[src/rtl/shift_sub_divider_pkg.sv]
// Shared definitions for the shift-subtract divider: FSM states, divide-by-zero fill, counter sizing.
package shift_sub_divider_pkg;

  typedef enum logic [2:0] {
    IDLE   = 3'd0,
    LOAD   = 3'd1,
    DIVIDE = 3'd2,
    FIX    = 3'd3,
    DONE   = 3'd4
  } state_e;

  // Every quotient bit takes this value on divide-by-zero (all ones).
  localparam logic DIV_ZERO_QBIT = 1'b1;

  function automatic int cnt_width(input int w);
    return $clog2(w + 1);
  endfunction

endpackage

[src/rtl/shift_sub_divider_if.sv]
// Request/response bundle between the control unit and the divider.
interface shift_sub_divider_if #(
  parameter int WIDTH = 8
);
  logic             clr;
  logic             start;
  logic [WIDTH-1:0] dividend;
  logic [WIDTH-1:0] divisor;
  logic             busy;
  logic             done;
  logic [WIDTH-1:0] quotient;
  logic [WIDTH-1:0] remainder;
  logic             div_by_zero;

  modport master (
    output clr, start, dividend, divisor,
    input  busy, done, quotient, remainder, div_by_zero
  );

  modport slave (
    input  clr, start, dividend, divisor,
    output busy, done, quotient, remainder, div_by_zero
  );
endinterface

[src/rtl/shift_sub_divider_div_step.sv]
// One combinational restoring-division step: shift a dividend bit into R, subtract D if it fits.
module div_step #(
  parameter int WIDTH = 8
) (
  input  logic [WIDTH:0]   r_i,
  input  logic [WIDTH-1:0] d_i,
  input  logic             bit_i,
  output logic [WIDTH:0]   r_o,
  output logic             q_o
);

  logic [WIDTH+1:0] sh;
  logic [WIDTH+1:0] dx;

  always_comb begin
    sh  = {r_i, bit_i};
    dx  = (WIDTH+2)'(d_i);
    q_o = (sh >= dx);
    // R < D on entry, so the post-step value always fits in WIDTH+1 bits.
    r_o = (WIDTH+1)'(q_o ? (sh - dx) : sh);
  end

endmodule

[src/rtl/shift_sub_divider.sv]
// Sequential restoring divider, one quotient bit per clock.
// SIGNED_DIV_EN: two's complement operands with sign fix-up; undefined = unsigned, same latency.
module shift_sub_divider
  import shift_sub_divider_pkg::*;
#(
  parameter int WIDTH = 8
) (
  input  logic                 clk_i,
  input  logic                 rst_i,
  shift_sub_divider_if.slave   div_io
);

  localparam int CW = cnt_width(WIDTH);
  localparam logic [CW-1:0] LAST_STEP = CW'(WIDTH - 1);

  state_e           state_q, state_d;
  logic [CW-1:0]    cnt_q;
  logic [WIDTH-1:0] dvd_q, dvs_q;
  logic [WIDTH-1:0] q_q, d_q;
  logic [WIDTH:0]   r_q;
  logic             qsign_q, rsign_q;
  logic             busy_q, done_q, dbz_q;
  logic [WIDTH-1:0] quot_q, rem_q;

  logic             dvd_neg, dvs_neg;
  logic [WIDTH-1:0] dvd_mag, dvs_mag;
  logic [WIDTH:0]   r_nx;
  logic             q_bit;
  logic             dvs_zero;

`ifdef SIGNED_DIV_EN
  assign dvd_neg = dvd_q[WIDTH-1];
  assign dvs_neg = dvs_q[WIDTH-1];
`else
  assign dvd_neg = 1'b0;
  assign dvs_neg = 1'b0;
`endif

  // Magnitude of the most negative value wraps to itself, which reads correctly as unsigned.
  assign dvd_mag  = dvd_neg ? -dvd_q : dvd_q;
  assign dvs_mag  = dvs_neg ? -dvs_q : dvs_q;
  assign dvs_zero = (dvs_q == '0);

  div_step #(.WIDTH(WIDTH)) u_step (
    .r_i   (r_q),
    .d_i   (d_q),
    .bit_i (q_q[WIDTH-1]),
    .r_o   (r_nx),
    .q_o   (q_bit)
  );

  always_comb begin
    state_d = state_q;
    case (state_q)
      IDLE:    if (div_io.start) state_d = LOAD;
      LOAD:    state_d = dvs_zero ? DONE : DIVIDE;
      DIVIDE:  if (cnt_q == LAST_STEP) state_d = FIX;
      FIX:     state_d = DONE;
      DONE:    state_d = IDLE;
      default: state_d = IDLE;
    endcase
    if (div_io.clr) state_d = IDLE;
  end

  always_ff @(posedge clk_i or posedge rst_i) begin
    if (rst_i) state_q <= IDLE;
    else       state_q <= state_d;
  end

  always_ff @(posedge clk_i or posedge rst_i) begin
    if (rst_i) begin
      cnt_q   <= '0;
      dvd_q   <= '0;
      dvs_q   <= '0;
      q_q     <= '0;
      d_q     <= '0;
      r_q     <= '0;
      qsign_q <= 1'b0;
      rsign_q <= 1'b0;
      busy_q  <= 1'b0;
      done_q  <= 1'b0;
      dbz_q   <= 1'b0;
      quot_q  <= '0;
      rem_q   <= '0;
    end else if (div_io.clr) begin
      cnt_q   <= '0;
      dvd_q   <= '0;
      dvs_q   <= '0;
      q_q     <= '0;
      d_q     <= '0;
      r_q     <= '0;
      qsign_q <= 1'b0;
      rsign_q <= 1'b0;
      busy_q  <= 1'b0;
      done_q  <= 1'b0;
      dbz_q   <= 1'b0;
      quot_q  <= '0;
      rem_q   <= '0;
    end else begin
      // Status flags are registered from the next state so they line up with it.
      busy_q <= (state_d == LOAD) || (state_d == DIVIDE) || (state_d == FIX);
      done_q <= (state_d == DONE);
      case (state_q)
        IDLE: if (div_io.start) begin
          dvd_q  <= div_io.dividend;
          dvs_q  <= div_io.divisor;
          dbz_q  <= 1'b0;
          quot_q <= '0;
          rem_q  <= '0;
        end
        LOAD: begin
          q_q     <= dvd_mag;
          d_q     <= dvs_mag;
          r_q     <= '0;
          qsign_q <= dvd_neg ^ dvs_neg;
          rsign_q <= dvd_neg;
          cnt_q   <= '0;
          if (dvs_zero) begin
            quot_q <= {WIDTH{DIV_ZERO_QBIT}};
            rem_q  <= dvd_q;
            dbz_q  <= 1'b1;
          end
        end
        DIVIDE: begin
          r_q   <= r_nx;
          q_q   <= {q_q[WIDTH-2:0], q_bit};
          cnt_q <= (cnt_q == LAST_STEP) ? '0 : cnt_q + CW'(1);
        end
        FIX: begin
          quot_q <= qsign_q ? -q_q : q_q;
          rem_q  <= rsign_q ? -r_q[WIDTH-1:0] : r_q[WIDTH-1:0];
        end
        default: ;
      endcase
    end
  end

  assign div_io.busy        = busy_q;
  assign div_io.done        = done_q;
  assign div_io.quotient    = quot_q;
  assign div_io.remainder   = rem_q;
  assign div_io.div_by_zero = dbz_q;

endmodule

[src/flat_wrapper.sv]
// flat-port wrapper written by rule: the top's interface ports become plain ports
module shift_sub_divider_flat import shift_sub_divider_pkg::*;
#(
  parameter int WIDTH = 8
)
  (clk_i, rst_i, div_io_clr, div_io_start, div_io_dividend, div_io_divisor, div_io_busy, div_io_done, div_io_quotient, div_io_remainder, div_io_div_by_zero);
  shift_sub_divider_if #(.WIDTH(WIDTH)) div_io_i ();
  input  logic clk_i;
  input  logic rst_i;
  input wire logic [$bits(div_io_i.clr)-1:0] div_io_clr;
  input wire logic [$bits(div_io_i.start)-1:0] div_io_start;
  input wire logic [$bits(div_io_i.dividend)-1:0] div_io_dividend;
  input wire logic [$bits(div_io_i.divisor)-1:0] div_io_divisor;
  output wire logic [$bits(div_io_i.busy)-1:0] div_io_busy;
  output wire logic [$bits(div_io_i.done)-1:0] div_io_done;
  output wire logic [$bits(div_io_i.quotient)-1:0] div_io_quotient;
  output wire logic [$bits(div_io_i.remainder)-1:0] div_io_remainder;
  output wire logic [$bits(div_io_i.div_by_zero)-1:0] div_io_div_by_zero;
  assign div_io_i.clr = div_io_clr;
  assign div_io_i.start = div_io_start;
  assign div_io_i.dividend = div_io_dividend;
  assign div_io_i.divisor = div_io_divisor;
  assign div_io_busy = div_io_i.busy;
  assign div_io_done = div_io_i.done;
  assign div_io_quotient = div_io_i.quotient;
  assign div_io_remainder = div_io_i.remainder;
  assign div_io_div_by_zero = div_io_i.div_by_zero;
  shift_sub_divider #(.WIDTH(WIDTH)) u_core (.clk_i(clk_i), .rst_i(rst_i), .div_io(div_io_i));
endmodule
[config.mk]
export PLATFORM = sky130hd
export DESIGN_NAME = shift_sub_divider_flat
export DESIGN_NICKNAME = d
export VERILOG_FILES = /design/src/rtl/shift_sub_divider_pkg.sv /design/src/rtl/shift_sub_divider_if.sv /design/src/rtl/shift_sub_divider_div_step.sv /design/src/rtl/shift_sub_divider.sv /design/src/flat_wrapper.sv
export SDC_FILE = /design/constraint.sdc
export NUM_CORES = 1
export LEC_CHECK = 0
export CORE_UTILIZATION = 35
export CTS_BUF_LIST = sky130_fd_sc_hd__clkbuf_4
export CTS_CLUSTER_DIAMETER = 150
export DETAILED_ROUTE_END_ITERATION = 16
export PLACE_DENSITY = 0.55
export SYNTH_ARGS = -nofsm -noshare
export SYNTH_HDL_FRONTEND = slang
export SYNTH_SLANG_ARGS = --single-unit
[constraint.sdc]
create_clock -name clk_i -period 5.7 [get_ports clk_i]
set_input_delay 0.855 -clock clk_i [delete_from_list [all_inputs] [get_ports clk_i]]
set_output_delay 0.855 -clock clk_i [all_outputs]
set_load 0.005 [all_outputs]
==> run_results.csv <==
group,metric,value,unit
detailed_routing,routed_wl,7940,um
synth,yosysWarnings,0,
setup_path,path_common_cell,"inv_1",
sta,tns,0,ns
outcome,status,"finished clean",
synth,ys_top_cells_by_count,"nand2_1 (77), dfrtp_1 (67), a21oi_1 (60)",
setup_path,cp-end-kind,"flop",
synth,ys_seq_elements,67,
clock_network,cts_resized,0,
synth,yosysMostFrequentCell,"nand2_1",
grt,grt_overflow,0,
setup_path,crit_fanout,14,
clock_network,cts.htree.levels,3,
synth,synth.area.top_cells,"dfrtp_1 (49%), a21oi_1 (8.9%), nand2_1 (8.5%)",
sta,setup_viol,0,
placement,hpwl,5360,um
grt,grt_use_total,17.5,%
sta,slew-limit-headroom,16.2,%
setup_path,timing.rr.end,"u_core.r_q[1]",
sta,period_minus_slack,2.89,ns
placement,gp_congestion,0.815,
floorplanning,num_rows,35,
setup_path,max_stage_delay,0.84,ns
sta,hold_viol_final,0,
sta,rsz0062_at_grt,"no",
sta,clock.fmax,346,MHz
synth,synth-main-ff-cell,"dfrtp_1",
synth,synth.largest_area_cell,"dfrtp_1",
setup_path,path_depth,9,
sta,tightest_slew,1.25,ns
setup_path,reg2reg_slack,2.81,ns
setup_path,critPathLaunchType,"flop",
setup_path,worst-path-buf-inv,2,
floorplanning,start_util,36.3,%
setup_path,worstPathRequired,6.00,ns
detailed_routing,avgViaCountPerCell,5.05,
synth,synth_compound_area_share,20.2,%
clock_network,cts_buffers,9,
worst_hold_path,hp-class,"flop to flop",
layout,syn_to_final_growth,18.0,%
detailed_routing,drtIter0Drc,171,
pwr,peakVddDrop,128,uV
grt,antenna_found_initial,0,
setup_path,cp_cell_sequence,"inv_1 > ha_1 > inv_1 > fa_1 > a211oi_4 > o21ai_2 > a2111oi_4 > mux2i_1 > o21ai_1",
setup_path,timing.rr.start,"u_core.q_q[7]",
synth,synthCells,380,
pwr,totalPowerFinal,1130,uW
pwr,p_leak,0.00166,uW
sta,skew,0.0119,ns
clock_network,cts_tree,"done",
synth,seq_area_frac_synth,49.5,%
placement,port_buffers,38,
setup_path,cpMaxStageDelayCell,"a2111oi_4",
synth,synth_top_family_by_area,"compound AO/OA/AOI/OAI gates",
detailed_routing,routed-via-count,2738,
layout,antenna_cells,0,
layout,layout.nets,438,
detailed_routing,drtPass1Iterations,4,
floorplanning,die_y,100,um
synth,async_flop_share,100,%
synth,synth_top_area_share,49.5,%
detailed_routing,drc_errors,0,
floorplanning,die_area,10100,sq um
setup_path,crit_arrival,3.19,ns
pwr,powerDensity,281,nW/um^2
sta,slew_viol_final,0,
grt,grt_pass1_vias,2624,
floorplanning,fp.dieW,100,um
clock_network,path_clk_slew,0.11,ns
clock_network,cts.sinks,67,
clock_network,cts_buffer_depth,2,
layout,drive_above_1_share,6.30,%
synth,synthAdderAreaFrac,3.91,%
clock_network,holdBufCountCts,0,
setup_path,cpLargestDelayFamily,"compound AO/OA/AOI/OAI gates",
clock_network,post_cts_buffers,0,
floorplanning,ios,39,
floorplanning,core,9330,sq um
setup_path,crit_end,"u_core.r_q[1]",
synth,synth-simple-area-share,18.8,%
layout,finalInstanceArea,4000,sq um
grt,grt_pass1_wl,13600,um
synth,netlist_area,3390,sq um
synth,synth.distinct_cells,43,
synth,synth_edf_count,0,
layout,finish.utilization,42.9,%
sta,period_share,50.8,%
synth,synth_mux_area_share,1.18,%
placement,placed_cell_area,3840,sq um
synth,syn_area_per_cell,8.92,sq um
clock_network,clock_latency,0.42,ns
setup_path,rr_worst_depth,9,
setup_path,criticalPathCategory,"flop to flop",
grt,grt_max_degree,68,
synth,synth_xor_xnor_area_share,1.55,%
detailed_routing,wl_per_cell,14.6,um
setup_path,cp-startpoint,"u_core.q_q[7]",
clock_network,cts_root_buf,"clkbuf_4",
synth,synth_nets,410,
detailed_routing,ant_nets,0,
flow_run,drv_cap,0,
## report_power, final
group / leakage, uW / total, uW / switching [uW] / internal [uW]
clock network: 0.0000796 / 358 / 182 / 176
registers: 0.000905 / 544 / 30.4 / 514
logic: 0.000676 / 223 / 123 / 99.9
total: 0.00166 / 1130 / 336 / 790
## area by class of cell
cell class              count  area (sq um)
inverters                  13          48.8
fillers                   968          5330
repair buffers             41           403
well taps                 129           161
clock inverters             7          92.6
clock buffers               9          67.6
multi-input cells         276          1550
flip-flops and latches     67          1680
## per-layer routing
layer | up-vias | wire (um) | global-route usage, %
met5 | - | 0 | 0
met4 | 0 | 145 | 6.24
met3 | 14 | 327 | 4.32
met2 | 62 | 3570 | 27.0
met1 | 1283 | 3900 | 23.9
li1 | 1379 | - | -
## sequential cells by signal (all words and copies together), names as in the netlist
signal	cells
u_core.r_q	9
u_core.d_q	8
u_core.div_io.quotient	8
u_core.div_io.remainder	8
u_core.dvd_mag	8
u_core.dvs_mag	8
u_core.q_q	8
u_core.cnt_q	4
u_core.state_q	3
u_core.div_io.busy	1
u_core.div_io.div_by_zero	1
u_core.div_io.done	1
## stage by stage
step / cells / setup WS, ns / hold slack, ns
5_1_grt: 542 / 2.59 / 0.515
4_1_cts: 542 / 2.79 / 0.489
3_5_place_dp: 526 / 2.55 / 0.473
2_1_floorplan: 380 / 3.16 / 0.448
3_3_place_gp: 526 / 2.61 / 0.468
6_report: 542 / 2.81 / 0.481
## placed cells by master (no fill, tap or decap), drive strengths merged, types with 2 or more instances in the layout
cell type      instances
a211oi                 2
a21oi                 60
a22oi                  9
a311oi                 7
a31o                   2
a32oi                  3
and2                   2
buf                    3
bufinv                 2
clkbuf                 9
clkdlybuf4s50         38
clkinv                 3
clkinvlp               2
dfrtp                 67
ha                     9
inv                   13
mux2i                  4
nand2                 77
nand2b                 2
nand3                  3
nand3b                 4
nor2                  42
nor3                   6
nor4                   5
o21ai                 16
o31ai                  5
xnor2                  2
xor2                   4
## how the worst min path moves through the flow
| stage | end | slack, ns | startpoint | cells past startpoint |
|---|---|---|---|---|
| 3_3_place_gp | u_core.cnt_q[3] | 0.47 | u_core.cnt_q[3] | 1 |
| 3_5_place_dp | u_core.cnt_q[3] | 0.47 | u_core.cnt_q[3] | 1 |
| 4_1_cts | u_core.cnt_q[3] | 0.49 | u_core.cnt_q[3] | 1 |
| 2_1_floorplan | u_core.cnt_q[3] | 0.45 | u_core.cnt_q[3] | 1 |
| 6_report | u_core.cnt_q[3] | 0.48 | u_core.cnt_q[3] | 1 |
| 5_1_grt | u_core.cnt_q[3] | 0.52 | u_core.cnt_q[3] | 1 |
## kinds of logic (layout without fill, tap and decap cells)
group                      Yosys count  count (layout)
AOI/OAI and AO/OA                  109             109
xor gates and xnor gates             6               6
adders and majority gates           10              10
buffers and inverters               37              70
DFF                                 67              67
muxes                                4               4
and+or+nand+nor                    147             147
## worst reg2reg max path: cells and delay by family (launching register included)
kind | cells | cell delay (ns)
compound gates | 4 | 1.33
fa+ha+maj | 2 | 0.59
flops | 1 | 0.43
mux | 1 | 0.29
buf+inv | 2 | 0.12
Power figures use the tool's default switching activity.
